--- src/rtl/idct_pkg.sv ---
// Shared types and constants for the IDCT/IFFT input framer.
package idct_pkg;

  localparam int FFTPTS_W = 12;

  localparam logic [1:0] ERR_NONE   = 2'b00;
  localparam logic [1:0] ERR_RESYNC = 2'b01;

  typedef enum logic {
    IDLE = 1'b0,
    RUN  = 1'b1
  } fsm_state_t;

  // Per-beat sideband that travels in the same buffer entry as the sample data.
  typedef struct packed {
    logic                sop;
    logic                eop;
    logic [1:0]          err;
    logic [FFTPTS_W-1:0] fftpts;
  } beat_tag_t;

  localparam int TAG_W = $bits(beat_tag_t);

endpackage

--- src/rtl/idct_skid_buf.sv ---
// Two-entry valid/ready buffer: an output register plus one skid register.
// Upstream ready is the registered "skid empty" flag, so it never depends
// combinationally on downstream ready.
module idct_skid_buf #(
  parameter int W = 76
) (
  input  logic         clk,
  input  logic         rst_sync,
  input  logic         i_valid,
  output logic         o_ready,
  input  logic [W-1:0] i_data,
  output logic         o_valid,
  input  logic         i_ready,
  output logic [W-1:0] o_data
);

  logic         r_out_valid;
  logic [W-1:0] r_out_data;
  logic         r_skid_valid;
  logic [W-1:0] r_skid_data;

  logic w_accept;
  logic w_drain;

  // An input is taken whenever the skid slot is free; the output slot may
  // be refilled whenever it is empty or being consumed this cycle.
  assign w_accept = i_valid & ~r_skid_valid;
  assign w_drain  = ~r_out_valid | i_ready;

  // Move data skid -> output when possible, otherwise park new input in the skid.
  always_ff @(posedge clk) begin
    if (rst_sync) begin
      r_out_valid  <= 1'b0;
      r_out_data   <= '0;
      r_skid_valid <= 1'b0;
      r_skid_data  <= '0;
    end else if (w_drain) begin
      if (r_skid_valid) begin
        // Skid full implies no input was accepted this cycle.
        r_out_data   <= r_skid_data;
        r_out_valid  <= 1'b1;
        r_skid_valid <= 1'b0;
      end else begin
        r_out_valid <= w_accept;
        if (w_accept) begin
          r_out_data <= i_data;
        end
      end
    end else if (w_accept) begin
      r_skid_valid <= 1'b1;
      r_skid_data  <= i_data;
    end
  end

  assign o_ready = ~r_skid_valid;
  assign o_valid = r_out_valid;
  assign o_data  = r_out_data;

endmodule

--- src/rtl/idct_fft_framer.sv ---
// Input-side framer for the IDCT/IFFT core: sign-extends and pre-scales each
// complex sample, tags frame boundaries (sop/eop/fftpts) and a resync error,
// and hands beats to the FFT core through a two-entry skid buffer.
module idct_fft_framer
  import idct_pkg::*;
#(
  parameter int wDataIn  = 24,
  parameter int wDataOut = 30,
  parameter int SHIFT    = 4
) (
  input  logic                clk,
  input  logic                rst_sync,
  input  logic                sink_valid,
  output logic                sink_ready,
  input  logic                sink_sop,
  input  logic [wDataIn-1:0]  sink_real,
  input  logic [wDataIn-1:0]  sink_imag,
  input  logic [FFTPTS_W-1:0] fftpts_in,
  output logic                source_valid,
  input  logic                source_ready,
  output logic                source_sop,
  output logic                source_eop,
  output logic [wDataOut-1:0] source_real,
  output logic [wDataOut-1:0] source_imag,
  output logic [1:0]          source_error,
  output logic [FFTPTS_W-1:0] fftpts_out
);

  localparam int PAY_W = TAG_W + 2 * wDataOut;

  fsm_state_t          r_state;
  fsm_state_t          w_state_next;
  logic [FFTPTS_W-1:0] r_cnt;
  logic [FFTPTS_W-1:0] w_cnt_next;
  logic [FFTPTS_W-1:0] r_len;
  logic [FFTPTS_W-1:0] w_len_next;
  logic [FFTPTS_W-1:0] r_fftpts;
  logic [FFTPTS_W-1:0] w_fftpts_next;

  logic                w_accept;
  logic                w_start;
  logic                w_resync;
  logic [FFTPTS_W-1:0] w_new_len;
  beat_tag_t           w_in_tag;
  beat_tag_t           w_out_tag;

  logic [1:0][wDataIn-1:0]  w_lane_in;
  logic [1:0][wDataOut-1:0] w_lane_out;
  logic [PAY_W-1:0]         w_in_data;
  logic [PAY_W-1:0]         w_out_data;

  assign w_accept  = sink_valid & sink_ready;
  // A frame starts on any accept from IDLE, or on a resync marker mid-frame.
  assign w_start   = (r_state == IDLE) | sink_sop;
  assign w_resync  = (r_state == RUN) & sink_sop;
  // Length minus one with 12-bit wrap, so a request of 0 means 4096 points.
  assign w_new_len = fftpts_in - FFTPTS_W'(1);

  // Sign-extend each lane to the output width, then append SHIFT zero LSBs.
  assign w_lane_in = {sink_real, sink_imag};
  for (genvar gi = 0; gi < 2; gi++) begin : g_lane
    assign w_lane_out[gi] = wDataOut'($signed(w_lane_in[gi])) << SHIFT;
  end

  // State register: frame FSM, beat counter and latched frame length.
  always_ff @(posedge clk) begin
    if (rst_sync) begin
      r_state  <= IDLE;
      r_cnt    <= '0;
      r_len    <= '0;
      r_fftpts <= '0;
    end else begin
      r_state  <= w_state_next;
      r_cnt    <= w_cnt_next;
      r_len    <= w_len_next;
      r_fftpts <= w_fftpts_next;
    end
  end

  // Next-state logic: advance only on an accepted sample.
  always_comb begin
    w_state_next  = r_state;
    w_cnt_next    = r_cnt;
    w_len_next    = r_len;
    w_fftpts_next = r_fftpts;
    if (w_accept) begin
      if (w_start) begin
        w_len_next    = w_new_len;
        w_fftpts_next = fftpts_in;
        if (w_new_len == '0) begin
          w_state_next = IDLE;
          w_cnt_next   = '0;
        end else begin
          w_state_next = RUN;
          w_cnt_next   = FFTPTS_W'(1);
        end
      end else if (r_cnt == r_len) begin
        w_state_next = IDLE;
        w_cnt_next   = '0;
      end else begin
        w_cnt_next = r_cnt + FFTPTS_W'(1);
      end
    end
  end

  // Output logic: sideband tags for the sample being presented upstream.
  always_comb begin
    w_in_tag        = '0;
    w_in_tag.sop    = w_start;
    w_in_tag.eop    = w_start ? (w_new_len == '0) : (r_cnt == r_len);
    w_in_tag.err    = w_resync ? ERR_RESYNC : ERR_NONE;
    w_in_tag.fftpts = w_start ? fftpts_in : r_fftpts;
  end

  assign w_in_data = {w_in_tag, w_lane_out[1], w_lane_out[0]};

  idct_skid_buf #(
    .W (PAY_W)
  ) u_skid (
    .clk      (clk),
    .rst_sync (rst_sync),
    .i_valid  (sink_valid),
    .o_ready  (sink_ready),
    .i_data   (w_in_data),
    .o_valid  (source_valid),
    .i_ready  (source_ready),
    .o_data   (w_out_data)
  );

  assign {w_out_tag, source_real, source_imag} = w_out_data;
  assign source_sop   = w_out_tag.sop;
  assign source_eop   = w_out_tag.eop;
  assign source_error = w_out_tag.err;
  assign fftpts_out   = w_out_tag.fftpts;

endmodule

--- config.mk ---
export PLATFORM = sky130hd
export DESIGN_NAME = idct_fft_framer
export DESIGN_NICKNAME = d
export VERILOG_FILES = /design/src/rtl/idct_pkg.sv /design/src/rtl/idct_skid_buf.sv /design/src/rtl/idct_fft_framer.sv
export SDC_FILE = /design/constraint.sdc
export NUM_CORES = 1
export LEC_CHECK = 0
export CORE_MARGIN = 2
export CORE_UTILIZATION = 45
export CTS_BUF_LIST = sky130_fd_sc_hd__clkbuf_4 sky130_fd_sc_hd__clkbuf_8 sky130_fd_sc_hd__clkbuf_16
export CTS_CLUSTER_SIZE = 28
export DETAILED_ROUTE_END_ITERATION = 10
export GPL_TIMING_DRIVEN = 0
export HOLD_SLACK_MARGIN = 0.03
export PLACE_DENSITY = 0.67
export SLEW_MARGIN = 0
export SYNTH_ARGS = -nofsm -noshare
export SYNTH_HDL_FRONTEND = slang
export SYNTH_HIERARCHICAL = 1
export SYNTH_SLANG_ARGS = --single-unit
--- constraint.sdc ---
create_clock -name clk -period 4.1 [get_ports clk]
set_clock_uncertainty 0.15 [all_clocks]
set_input_delay 0.41 -clock clk [delete_from_list [all_inputs] [get_ports clk]]
set_output_delay 0.41 -clock clk [all_outputs]
set_load 0.005 [all_outputs]
After elaboration in Yosys (flattened, before gate mapping)

Cells that the tools add are included.

Flip-flop bits (word level): 183

$add $sub $neg: 2
Equal/unequal tests: 1
Mux-type cells: 12
Bitwise logic cells: 8
Reduce and logical (&&, ||, !) cells: 8

Operators by type and width:

| operator                                            | count |
|---|---|
| two-way mux 76 bit                                  | 2 |
| two-way mux 12 bit                                  | 3 |
| adder 12 x 1 -> 12 bit (second input constant)      | 1 |
| equality test 12 bit                                | 1 |
| zero test 12 bit                                    | 1 |
| subtractor 12 x 1 -> 12 bit (second input constant) | 1 |
| AND reduction 2 bit                                 | 4 |
| two-way mux 1 bit                                   | 7 |
| NOT 1 bit                                           | 4 |
| nonzero test 2 bit                                  | 2 |
| AND 1 bit                                           | 2 |
| bitwise OR 1 bit                                    | 2 |
| OR reduction 2 bit                                  | 1 |

Logic depth before layout (Yosys ltp)

Gate-level depths: netlist of the first run.

Depth after elaboration: 5
Depth in mapped cells: 11
Gate-level depth less buffers: 9

By module

The synthesis of the first run kept the hierarchy.

Modules (own cells, without submodules):

| module          | instances | cells an instance | area each (µm²) | seq. area each (µm²) |
|---|---|---|---|---|
| idct_skid_buf   | 1         | 688               | 6322.3          | 3083.0 |
| idct_fft_framer | 1         | 249               | 2092.0          | 740.7 |

Worst setup path before layout of the first run

Ideal clock, no wire load.

Path type: input to register
Start point: input fftpts_in[1]
End point: register u_skid.r_out_data[74], in the netlist u_skid/o_data[74]
Arrival time: 2.677 ns
Required time: 3.864 ns
Path slack: 1.188 ns
Stages on the path: 11
Cells stage by stage: clkbuf_1 inv_1 ha_1 or4b_4 buf_6 xnor2_1 o31a_1 a2111oi_2 a21bo_1 mux2i_1 a211oi_1

Longest elaborated chain between the ends: 5

RTL lines:

| item                        | RTL line               | source |
|---|---|---|
| from (decl)                 | idct_fft_framer.sv:18  | `input logic [FFTPTS_W-1:0] fftpts_in,` |
| subtractor 12 x 1 -> 12 bit | idct_fft_framer.sv:57  | `assign w_new_len = fftpts_in - FFTPTS_W'(1);` |
| zero test 12 bit            | idct_fft_framer.sv:110 | `w_in_tag.eop = w_start ? (w_new_len == '0) : (r_cnt == r_len);` |
| two-way mux 1 bit           | idct_fft_framer.sv:110 |  |
| named net w_in_data[74]     | idct_fft_framer.sv:49  | `logic [PAY_W-1:0] w_in_data;` |
| two-way mux 76 bit          | idct_skid_buf.sv:45    | `if (w_accept) begin` |
| two-way mux 76 bit          | idct_skid_buf.sv:38    | `if (r_skid_valid) begin` |
| to (signal assigned)        | idct_skid_buf.sv:40    | `r_out_data <= r_skid_data;` |
| to (signal assigned)        | idct_skid_buf.sv:46    | `r_out_data <= i_data;` |
| to (decl)                   | idct_skid_buf.sv:18    | `logic [W-1:0] r_out_data;` |

The timed path passes the listed nets, and every way through them passes these cells. The select of a mux whose other input is x is not followed.
A chain may end at the register's enable or synchronous reset.

Worst setup path in the final report of the first run

Start point: input fftpts_in[0]
End point: register u_skid.r_out_data[74], in the netlist u_skid/o_data[74]

Longest elaborated chain between the ends: 5

RTL lines:

| item                        | RTL line               | source |
|---|---|---|
| subtractor 12 x 1 -> 12 bit | idct_fft_framer.sv:57  |  |
| named net w_new_len[0]      | idct_fft_framer.sv:43  | `logic [FFTPTS_W-1:0] w_new_len;` |
| zero test 12 bit            | idct_fft_framer.sv:110 |  |
| two-way mux 1 bit           | idct_fft_framer.sv:110 |  |
| named net w_in_data[74]     | idct_fft_framer.sv:49  |  |
| two-way mux 76 bit          | idct_skid_buf.sv:45    |  |
| two-way mux 76 bit          | idct_skid_buf.sv:38    |  |

The timed path passes the listed nets, and every way through them passes these cells. The select of a mux whose other input is x is not followed.

==> results_dict.tcl, run 1 <==
set metrics [dict create \
    clock_latency_ns 0.44 \
    maxCapViolations 0 \
    synth_top_area_cell "dfxtp_1" \
    dr_total_vias 7105 \
    dieArea_um2 19800 \
    max-vdd-ir-drop_v 0.000310 \
    io_pins 143 \
    leakagePower_nw 3.66 \
    cts-resized-gates 0 \
    synth_cell_types 52 \
    drt_iter0_markers 400 \
    min_path_type "input port to flop" \
    layout_commonest_cell "dfxtp_1" \
    clock-root-buffer "clkbuf_16" \
    finalHoldViolCount 0 \
    clock.fmax_mhz 304 \
    arrival_ns 3.48 \
    async_reset_ff_share_pct 0 \
    setup.worst_path.start_class "input port" \
    cts_tree "yes" \
    cp_max_fo 8 \
    viasPerCell 5.24 \
    core-area_um2 18500 \
    wl_um 21400 \
    grt.overflow.total 0 \
    remaining_drc_errors 0 \
    final-setup-viol-count 0 \
    areaGrowthSynthToFinish_pct 27.2 \
    post_cts_buffers 0 \
    ys_ff_latch 191 \
    fillers 1716 \
    clkSlewWorstSetupHoldPaths_ns 0.07 \
    port_buffers 136 \
    powerDensity_nw_per_um2 398 \
    layout_common_cells "191 x dfxtp_1, 188 x nand2_1, 167 x a21oi_1, 136 x clkdlybuf4s50_1, 76 x mux2i_1" \
    worstPathRequired_ns 4.29 \
    fp-row-count 50 \
    die_height_um 141 \
    synthFlopType "dfxtp_1" \
    criticalPathCategory "input port to flop" \
    drtPass1Iterations 4 \
    synth-edff-count 0 \
    nNetsFinal 1177 \
    ys_seq_area_share_pct 45.4 \
    slew_viol_final 0 \
    dpl.hpwl_um 15000 \
    die-width_um 141 \
    grt_usage_pct 21.9 \
    finalCritPeriodShare_pct 80.2 \
    ys_top_cells_by_area "dfxtp_1 45%, a21oi_1 9.9%, mux2i_1 9.0%, nand2_1 8.4%, a211oi_2 6.1%" \
    grt_pass1_vias 6807 \
    ant_nets 0 \
    yosysWarnings 6 \
    synth_area_um2 8410 \
    start_util_pct 45.4 \
    grt_pass1_wl_um 34900 \
    htreeDepth 4 \
    post-route-min-period_ns 3.29 \
    cts_made_buffers 17 \
    drive_above_1_share_pct 10.9 \
    hold_buffers 0 \
    grt_max_degree 17 \
    setup_tns_ns 0 \
    tightest_slew_ns 0.796 \
    status "finished clean" \
    cts_buffer_depth 2 \
    endpoint_kind "flop" \
    post_drt_wl_per_cell_um 15.8 \
    syn_inst 937 \
    synth_top_area_share_pct 45.4 \
    slew_headroom_pct 46.9 \
    antenna_found_initial 0 \
    final_util_pct 57.8 \
    antennaDiodeCount 0 \
    clkSinkCount 191 \
    syn_avg_cell_area_um2 8.98 \
    rsz0062_at_grt "no" \
    globalplace.congestion 0.813 \
]
-- final cells by class --
type | count | area, µm² | area share (%)
plain buffers | 87 | 412 | 3.85
clock buffers | 21 | 462 | 4.31
multi-input cells | 670 | 4220 | 39.4
well taps | 234 | 293 | 2.74
inverters | 6 | 22.5 | 0.210
clock inverters | 11 | 109 | 1.02
repair buffers | 136 | 1360 | 12.7
flip-flops and latches | 191 | 3820 | 35.7
-- cells in the mapped netlist, types with 2 or more instances --
master / instances
dfxtp_1: 191
o21ai_0: 4
a31oi_1: 3
ha_1: 3
buf_1: 12
xnor2_1: 9
a311oi_1: 2
and2_1: 3
mux2i_1: 76
clkbuf_1: 48
nand3_1: 3
inv_1: 6
mux2_2: 12
buf_6: 7
a21oi_1: 167
nor4_1: 4
o211ai_1: 2
and3_1: 2
a211oi_2: 41
nand2b_1: 5
nand4_1: 3
xor2_1: 20
buf_2: 17
a211oi_1: 42
buf_4: 3
nor2_1: 30
nor3_1: 7
nand2_1: 188
o21bai_1: 3
nand4b_1: 2
-- flip-flops by register name, indices dropped and copies added, names as in the netlist --
register             flops
u_skid/o_data           76
u_skid/r_skid_data      76
r_cnt                   12
r_fftpts                12
r_len                   12
r_state                  1
u_skid/o_valid           1
u_skid/r_skid_valid      1
-- through the flow --
stage / power, mW / instance area [µm²] / hold slack (ns) / worst slack, ns / cells
finish: 4.26 / 10700 / 0.0958 / 0.813 / 1356
global route: 4.45 / 10700 / 0.0963 / 0.587 / 1356
CTS: 4.30 / 10700 / 0.0791 / 0.831 / 1356
detailed placement: 2.69 / 10100 / 0.296 / 0.366 / 1324
global placement: 2.68 / 10100 / 0.290 / 0.427 / 1324
floorplan: 2.39 / 8480 / 0.284 / 1.19 / 954
-- layer usage --
layer | track usage, % | routed length, µm | part of all wire (%)
met1 | 29.5 | 10200 | 48
met4 | 7.26 | 336 | 1.6
met2 | 35.3 | 9870 | 46
met5 | 0 | 0 | 0
met3 | 4.59 | 993 | 4.6
-- final timing paths --
path / start / endpoint / slack (ns) / cells past startpoint
worst max-delay path: fftpts_in[0] / u_skid/o_data[74]$_SDFFE_PP0P_ / 0.81 / 12
worst max register to register: u_skid/r_skid_valid$_SDFFE_PP0P_ / r_len[5]$_SDFFE_PP0P_ / 1.25 / 10
worst min-delay path: fftpts_in[3] / r_fftpts[3]$_SDFFE_PP0P_ / 0.1 / 3
worst min register to register: u_skid/r_skid_data[10]$_SDFFE_PP0P_ / u_skid/r_skid_data[10]$_SDFFE_PP0P_ / 0.30 / 2
-- power by group --
part / total [mW] / internal (mW) / switching, mW
registers: 2.02 / 1.96 / 0.0571
logic: 0.629 / 0.312 / 0.317
clock network: 1.61 / 0.880 / 0.734
-- logic make-up after synthesis --
| logic type | Yosys count | share of synthesized area (%) |
|---|---|---|
| DFF | 191 | 45.4 |
| AOI/OAI and AO/OA | 270 | 21.5 |
| other | 1 | 0.0446 |
| adders and majority gates | 3 | 0.446 |
| muxes | 88 | 10.6 |
| and+or+nand+nor | 261 | 13.5 |
| buffers and inverters | 93 | 5.16 |
| xor gates and xnor gates | 30 | 3.21 |
-- worst max-delay path, cell delays in order --
cell and delay (ns):
clkdlybuf4s50_1 0.44, clkbuf_1 0.21, inv_1 0.10, ha_1 0.26
or4b_4 0.49, buf_6 0.15, xnor2_1 0.11, o31a_1 0.26
a2111oi_2 0.52, a21bo_1 0.20, mux2i_1 0.07, a211oi_1 0.26
No activity file was read; power rests on OpenSTA's default activity.
==> run 2, diff against run 1 <==
clock period = 3.3 ns   (was 4.1 ns; I/O delays follow)
==> run 2 against run 1 <==
  * Combinational power is 25% higher
  * Worst hold slack got worse by 0.026 ns
  * Critical path type unchanged
  * Count of clock-buffer cells in the layout is the same
  * Sequential share of layout area fell by 0.083 points
  * Clock power up 24%
  * Highest routed layer unchanged
  * Worst setup slack got worse by 0.60 ns
==> results_dict.tcl, run 2 (synthesis gave the netlist of run 1 again) <==
set metrics [dict create \
    final_area_um2 10700 \
    criticalPathCategory "input port to flop" \
    ant_nets 0 \
    drtPass1Iterations 5 \
    finalCritPeriodShare_pct 93.5 \
    fin_cells 1357 \
    rsz0062_at_grt "no" \
    start_util_pct 45.4 \
    remaining_drc_errors 0 \
    fin_ws_ns 0.216 \
    die_height_um 141 \
    io_pins 143 \
    grt_max_degree 17 \
    leakagePower_nw 3.66 \
    slew_viol_final 0 \
    status "finished clean" \
    crit_path_max_incr_delay_ns 0.47 \
    slew_headroom_pct 45.6 \
    powerDensity_nw_per_um2 493 \
    max-vdd-ir-drop_v 0.000385 \
    worstPathRequired_ns 3.49 \
    grt_usage_pct 21.9 \
    arrival_ns 3.28 \
    port_buffers 136 \
    grt_util_met3_pct 4.59 \
    tightest_slew_ns 0.816 \
    cts_tree "yes" \
    dpl_cell_area_um2 10100 \
    grt_pass1_wl_um 34900 \
    path_cells "clkdlybuf4s50_1 -> clkbuf_1 -> inv_1 -> ha_2 -> or4b_4 -> buf_6 -> xnor2_1 -> o31a_1 -> a2111oi_4 -> a21bo_1 -> mux2i_1 -> a211oi_1" \
    core-area_um2 18500 \
    clkSinkCount 191 \
    fp-row-count 50 \
    htreeDepth 4 \
    swShare_pct 26.0 \
    layout_common_cells "191 x dfxtp_1, 188 x nand2_1, 167 x a21oi_1, 136 x clkdlybuf4s50_1, 76 x mux2i_1" \
    seq_power_share_pct 47.4 \
    drt_iter0_markers 386 \
    clock_latency_ns 0.43 \
    cts_made_buffers 17 \
    setup.worst_path.start_class "input port" \
    cts_buffer_depth 2 \
    busiest_layer "met2" \
    globalplace.congestion 0.813 \
    min_path_type "input port to flop" \
    maxCapViolations 0 \
    register_area_um2 3820 \
    cp_max_fo 8 \
    place_ws_ns -0.354 \
    slowest_stage "or4b_4" \
    layout_commonest_cell "dfxtp_1" \
    clock-root-buffer "clkbuf_16" \
    viasPerCell 5.24 \
    setup_tns_ns 0 \
    antennaDiodeCount 0 \
    intPower_mw 3.92 \
    total_power_mw 5.29 \
    clkSlewWorstSetupHoldPaths_ns 0.07 \
    clock.fmax_mhz 324 \
    comb_power_share_pct 14.8 \
    dr_total_vias 7109 \
    final-setup-viol-count 0 \
    dpl.hpwl_um 15000 \
    multiInputGateArea_um2 4240 \
    nNetsFinal 1178 \
    grt.overflow.total 0 \
    endpoint_kind "flop" \
    grt_util_met1_pct 29.5 \
    post-route-min-period_ns 3.08 \
    post_drt_wl_per_cell_um 15.8 \
    wl_um 21400 \
    drive_above_1_share_pct 11.0 \
    dp.cells 1324 \
    fillers 1712 \
    cp.buffers_inverters 4 \
    p_clk_share_pct 37.8 \
    power.switching_mw 1.37 \
    dieArea_um2 19800 \
    finalHoldViolCount 0 \
    areaGrowthSynthToFinish_pct 27.5 \
    grt_pass1_vias 6815 \
    path_delay_family "compound AO/OA/AOI/OAI gates" \
    antenna_found_initial 0 \
    die-width_um 141 \
    gr-usage-met2_pct 35.4 \
]
run 2: path summary, 6_finish.rpt:
| path | from | to | slack (ns) | depth (start not counted) |
|---|---|---|---|---|
| worst max-delay path | fftpts_in[0] | u_skid/o_data[74]$_SDFFE_PP0P_ | 0.22 | 12 |
| worst min-delay path | fftpts_in[5] | r_fftpts[5]$_SDFFE_PP0P_ | 0.07 | 3 |
| worst max register to register | u_skid/r_skid_valid$_SDFFE_PP0P_ | r_len[5]$_SDFFE_PP0P_ | 0.43 | 10 |
| worst min register to register | r_fftpts[1]$_SDFFE_PP0P_ | r_fftpts[1]$_SDFFE_PP0P_ | 0.30 | 2 |
run 2: tightest hold or removal path, cell delays in order:
cell	delay (ns)
buf_4	0.16
nand2_1	0.06
a21oi_1	0.05
run 2: power groups by stage:
stage               combinational, mW  clock [mW]  sequential, mW
floorplan                       0.416           0            2.55
global placement                0.774           0            2.55
detailed placement              0.783           0            2.56
CTS                             0.787        2.06            2.50
global route                    0.859        2.15            2.52
finish                          0.785        2.00            2.50
run 2: area by class of cell:
type	count	share of cell area, %
multi-input cells	670	39.5
flip-flops and latches	191	35.6
repair buffers	137	12.8
clock buffers	21	4.30
plain buffers	87	3.84
well taps	234	2.73
clock inverters	11	1.01
inverters	6	0.210
run 2: metal layers:
layer	routed length, µm	vias up
met5	0	-
met2	9910	175
li1	-	3600
met4	338	0
met3	970	24
met1	10200	3310
run 2: through the flow:
step	hold slack, ns	util [%]
2_1_floorplan	0.284	-
3_3_place_gp	0.290	54.7
3_5_place_dp	0.296	54.7
4_1_cts	0.0500	57.9
5_1_grt	0.0697	57.9
6_report	0.0700	57.9
run 2: repair_timing:
action                                  CTS  global route
resized for setup                         0             2
hold buffers                              1             0
endpoints found under the setup margin    0             1
hold endpoints to repair                  1             0
setup buffers                             0             0
==> run 3, diff against run 2 <==
PLACE_DENSITY = 0.72   (was 0.67)
SYNTH_HIERARCHICAL = unset   (was 1)
clock period = 2.8 ns   (was 3.3 ns; I/O delays follow)
==> run 3 against run 2 <==
  * Final cell count decreased by 15%
  * Worst setup slack worse by 0.11 ns
  * Worst hold slack better by 0.0015 ns
  * Count of clock-buffer cells in the layout decreased by 1
  * Largest cell class is now sequential cells
  * Via count decreased by 16%
  * Sequential cell count down 26
  * Critical path type unchanged
==> results_dict.tcl, run 3 <==
set metrics [dict create \
    setup.worst_path.start_class "input port" \
    cts_made_buffers 17 \
    yosysMostFrequentCell "dfxtp_1" \
    ys_seq_area_share_pct 47.8 \
    arrival_ns 2.89 \
    slowest_stage "or4b_4" \
    final-setup-viol-count 0 \
    cp_max_fo 6 \
    grt_pass1_vias 5695 \
    htreeDepth 4 \
    areaGrowthSynthToFinish_pct 31.4 \
    synth_top_area_cell "dfxtp_1" \
    maxCapViolations 0 \
    grt_pass1_wl_um 28600 \
    layout_commonest_cell "dfxtp_1" \
    die-width_um 128 \
    seq_power_share_pct 45.8 \
    synth_area_um2 6920 \
    power.switching_mw 1.43 \
    syn_avg_cell_area_um2 8.64 \
    synth_commonest_cells "165 x dfxtp_1, 137 x nand2_1, 106 x nor2_1" \
    port_buffers 131 \
    dpl.hpwl_um 12600 \
    criticalPathCategory "input port to flop" \
    synth_cell_types 40 \
    min_path_cells 3 \
    die_height_um 128 \
    synth_top_area_share_pct 47.8 \
    post-route-min-period_ns 2.70 \
    powerDensity_nw_per_um2 615 \
    clock_latency_ns 0.42 \
    fp-row-count 45 \
    antenna_found_initial 0 \
    slew_viol_final 0 \
    ys_ff_latch 165 \
    drive_above_1_share_pct 5.97 \
    io_pins 143 \
    clkSlewWorstSetupHoldPaths_ns 0.06 \
    intPower_mw 4.15 \
    path_cells "clkdlybuf4s50_1 -> or4b_4 -> or3_1 -> clkbuf_2 -> o41a_1 -> a2111o_1 -> a311oi_2" \
    p_clk_share_pct 40.8 \
    ys_top_cells_by_area "dfxtp_1 48%, a211oi_1 8.9%, mux2i_1 8.7%, nand2_1 7.4%, nor2_1 5.8%" \
    cp.buffers_inverters 2 \
    synth-edff-count 0 \
    grt_usage_pct 22.0 \
    final_util_pct 60.2 \
    finalCritPeriodShare_pct 96.4 \
    dieArea_um2 16400 \
    max-vdd-ir-drop_v 0.000430 \
    core-area_um2 15100 \
    remaining_drc_errors 0 \
    status "finished clean" \
    path_delay_family "compound AO/OA/AOI/OAI gates" \
    comb_power_share_pct 13.4 \
    holdWs_ns 0.0716 \
    drt_iter0_markers 351 \
    clock.fmax_mhz 370 \
    yosysWarnings 0 \
    rr_worst_depth 7 \
    fillers 1387 \
    cp.depth 7 \
    wl_um 17600 \
    post_drt_wl_per_cell_um 15.2 \
    drtPass1Iterations 5 \
    swShare_pct 25.6 \
    globalplace.congestion 0.843 \
    grt_max_degree 17 \
    endpoint_kind "flop" \
    cts_tree "yes" \
    async_reset_ff_share_pct 0 \
    slew_headroom_pct 49.8 \
    clkSinkCount 165 \
    start_util_pct 45.8 \
    nNetsFinal 1027 \
    worstPathRequired_ns 2.99 \
    layout_common_cells "165 x dfxtp_1, 137 x nand2_1, 129 x clkdlybuf4s50_1, 106 x nor2_1, 82 x a211oi_1" \
    leakagePower_nw 3.30 \
    clock-root-buffer "clkbuf_16" \
    syn_inst 800 \
    rsz0062_at_grt "no" \
    crit_path_max_incr_delay_ns 0.59 \
    grt.overflow.total 0 \
    ant_nets 0 \
    cts_buffer_depth 2 \
    dr_total_vias 5982 \
    synthFlopType "dfxtp_1" \
    finalHoldViolCount 0 \
    viasPerCell 5.16 \
    antennaDiodeCount 0 \
    tightest_slew_ns 0.752 \
    min_path_type "input port to flop" \
]
run 3: cells by family (layout without fill, tap and decap cells):
logic type,after synthesis,after routing,synth area share (%)
AND/OR/NAND/NOR,284,284,16.9
AO/OA/AOI/OAI,177,177,16.7
flip-flops,165,165,47.8
buffers and inverters,80,244,5.50
multiplexers,60,60,8.68
XOR/XNOR,30,30,3.80
adder cells (fa/ha/maj),3,3,0.543
other,1,9,0.0542
run 3: path summary, 6_finish.rpt:
| kind | startpoint | end | slack (ns) |
|---|---|---|---|
| hold reg to reg | u_skid.o_data[67]$_SDFFE_PP0P_ | u_skid.o_data[67]$_SDFFE_PP0P_ | 0.30 |
| setup / recovery | fftpts_in[3] | u_skid.r_skid_data[74]$_SDFFE_PP0P_ | 0.10 |
| hold / removal | fftpts_in[7] | r_len[7]$_SDFFE_PP0P_ | 0.07 |
| setup reg to reg | u_skid.r_skid_valid$_SDFFE_PP0P_ | u_skid.o_data[39]$_SDFFE_PP0P_ | 0.52 |
run 3: worst min-delay path, cell delays in order:
cell      delay (ns)
buf_4           0.13
xnor2_1         0.12
a211oi_1        0.06
run 3: layout make-up:
| class | instances | area [µm²] | area share, % |
|---|---|---|---|
| tap | 188 | 235 | 2.59 |
| timing repair buffer | 132 | 1320 | 14.5 |
| inverter | 5 | 20.0 | 0.220 |
| clock buffer | 20 | 460 | 5.07 |
| clock inverter | 12 | 121 | 1.34 |
| sequential | 165 | 3300 | 36.3 |
| buffer | 75 | 364 | 4.01 |
| multi-input combinational | 563 | 3260 | 35.9 |
run 3: metal layers:
metal  vias up  track usage (%)  routed length [µm]
met5         -                0                   0
met4         0             7.82                 221
met3        16             3.88                 856
met2       149             35.5                8390
met1      2747             29.7                8130
li1       3070                -                   -
run 3: per-stage QoR:
step                      TNS [ns]  power (mW)  instances  setup WS (ns)  area, µm²
final                            0        5.59       1160          0.101       9090
after global routing             0        5.80       1160        0.00930       9090
after CTS                        0        5.61       1160         0.0245       9080
after detailed placement     -2.15        3.36       1127         -0.549       8490
after global placement       -2.09        3.34       1127         -0.552       8490
after floorplan                  0        2.97        808          0.176       6950
run 3: timing repair:
action | in CTS | in global routing
resized for setup | 4 | 4
hold buffers | 1 | 0
pin swaps | 1 | 0
buffers inserted | 0 | 0
endpoints found under the setup margin | 4 | 61
endpoints found under the hold margin | 1 | 0
run 3: power groups by stage:
stage / clock network, mW / registers [mW] / logic (mW)
2_1_floorplan: 0 / 2.60 / 0.370
3_3_place_gp: 0 / 2.60 / 0.738
3_5_place_dp: 0 / 2.61 / 0.747
4_1_cts: 2.30 / 2.56 / 0.752
5_1_grt: 2.41 / 2.57 / 0.824
6_report: 2.28 / 2.56 / 0.749
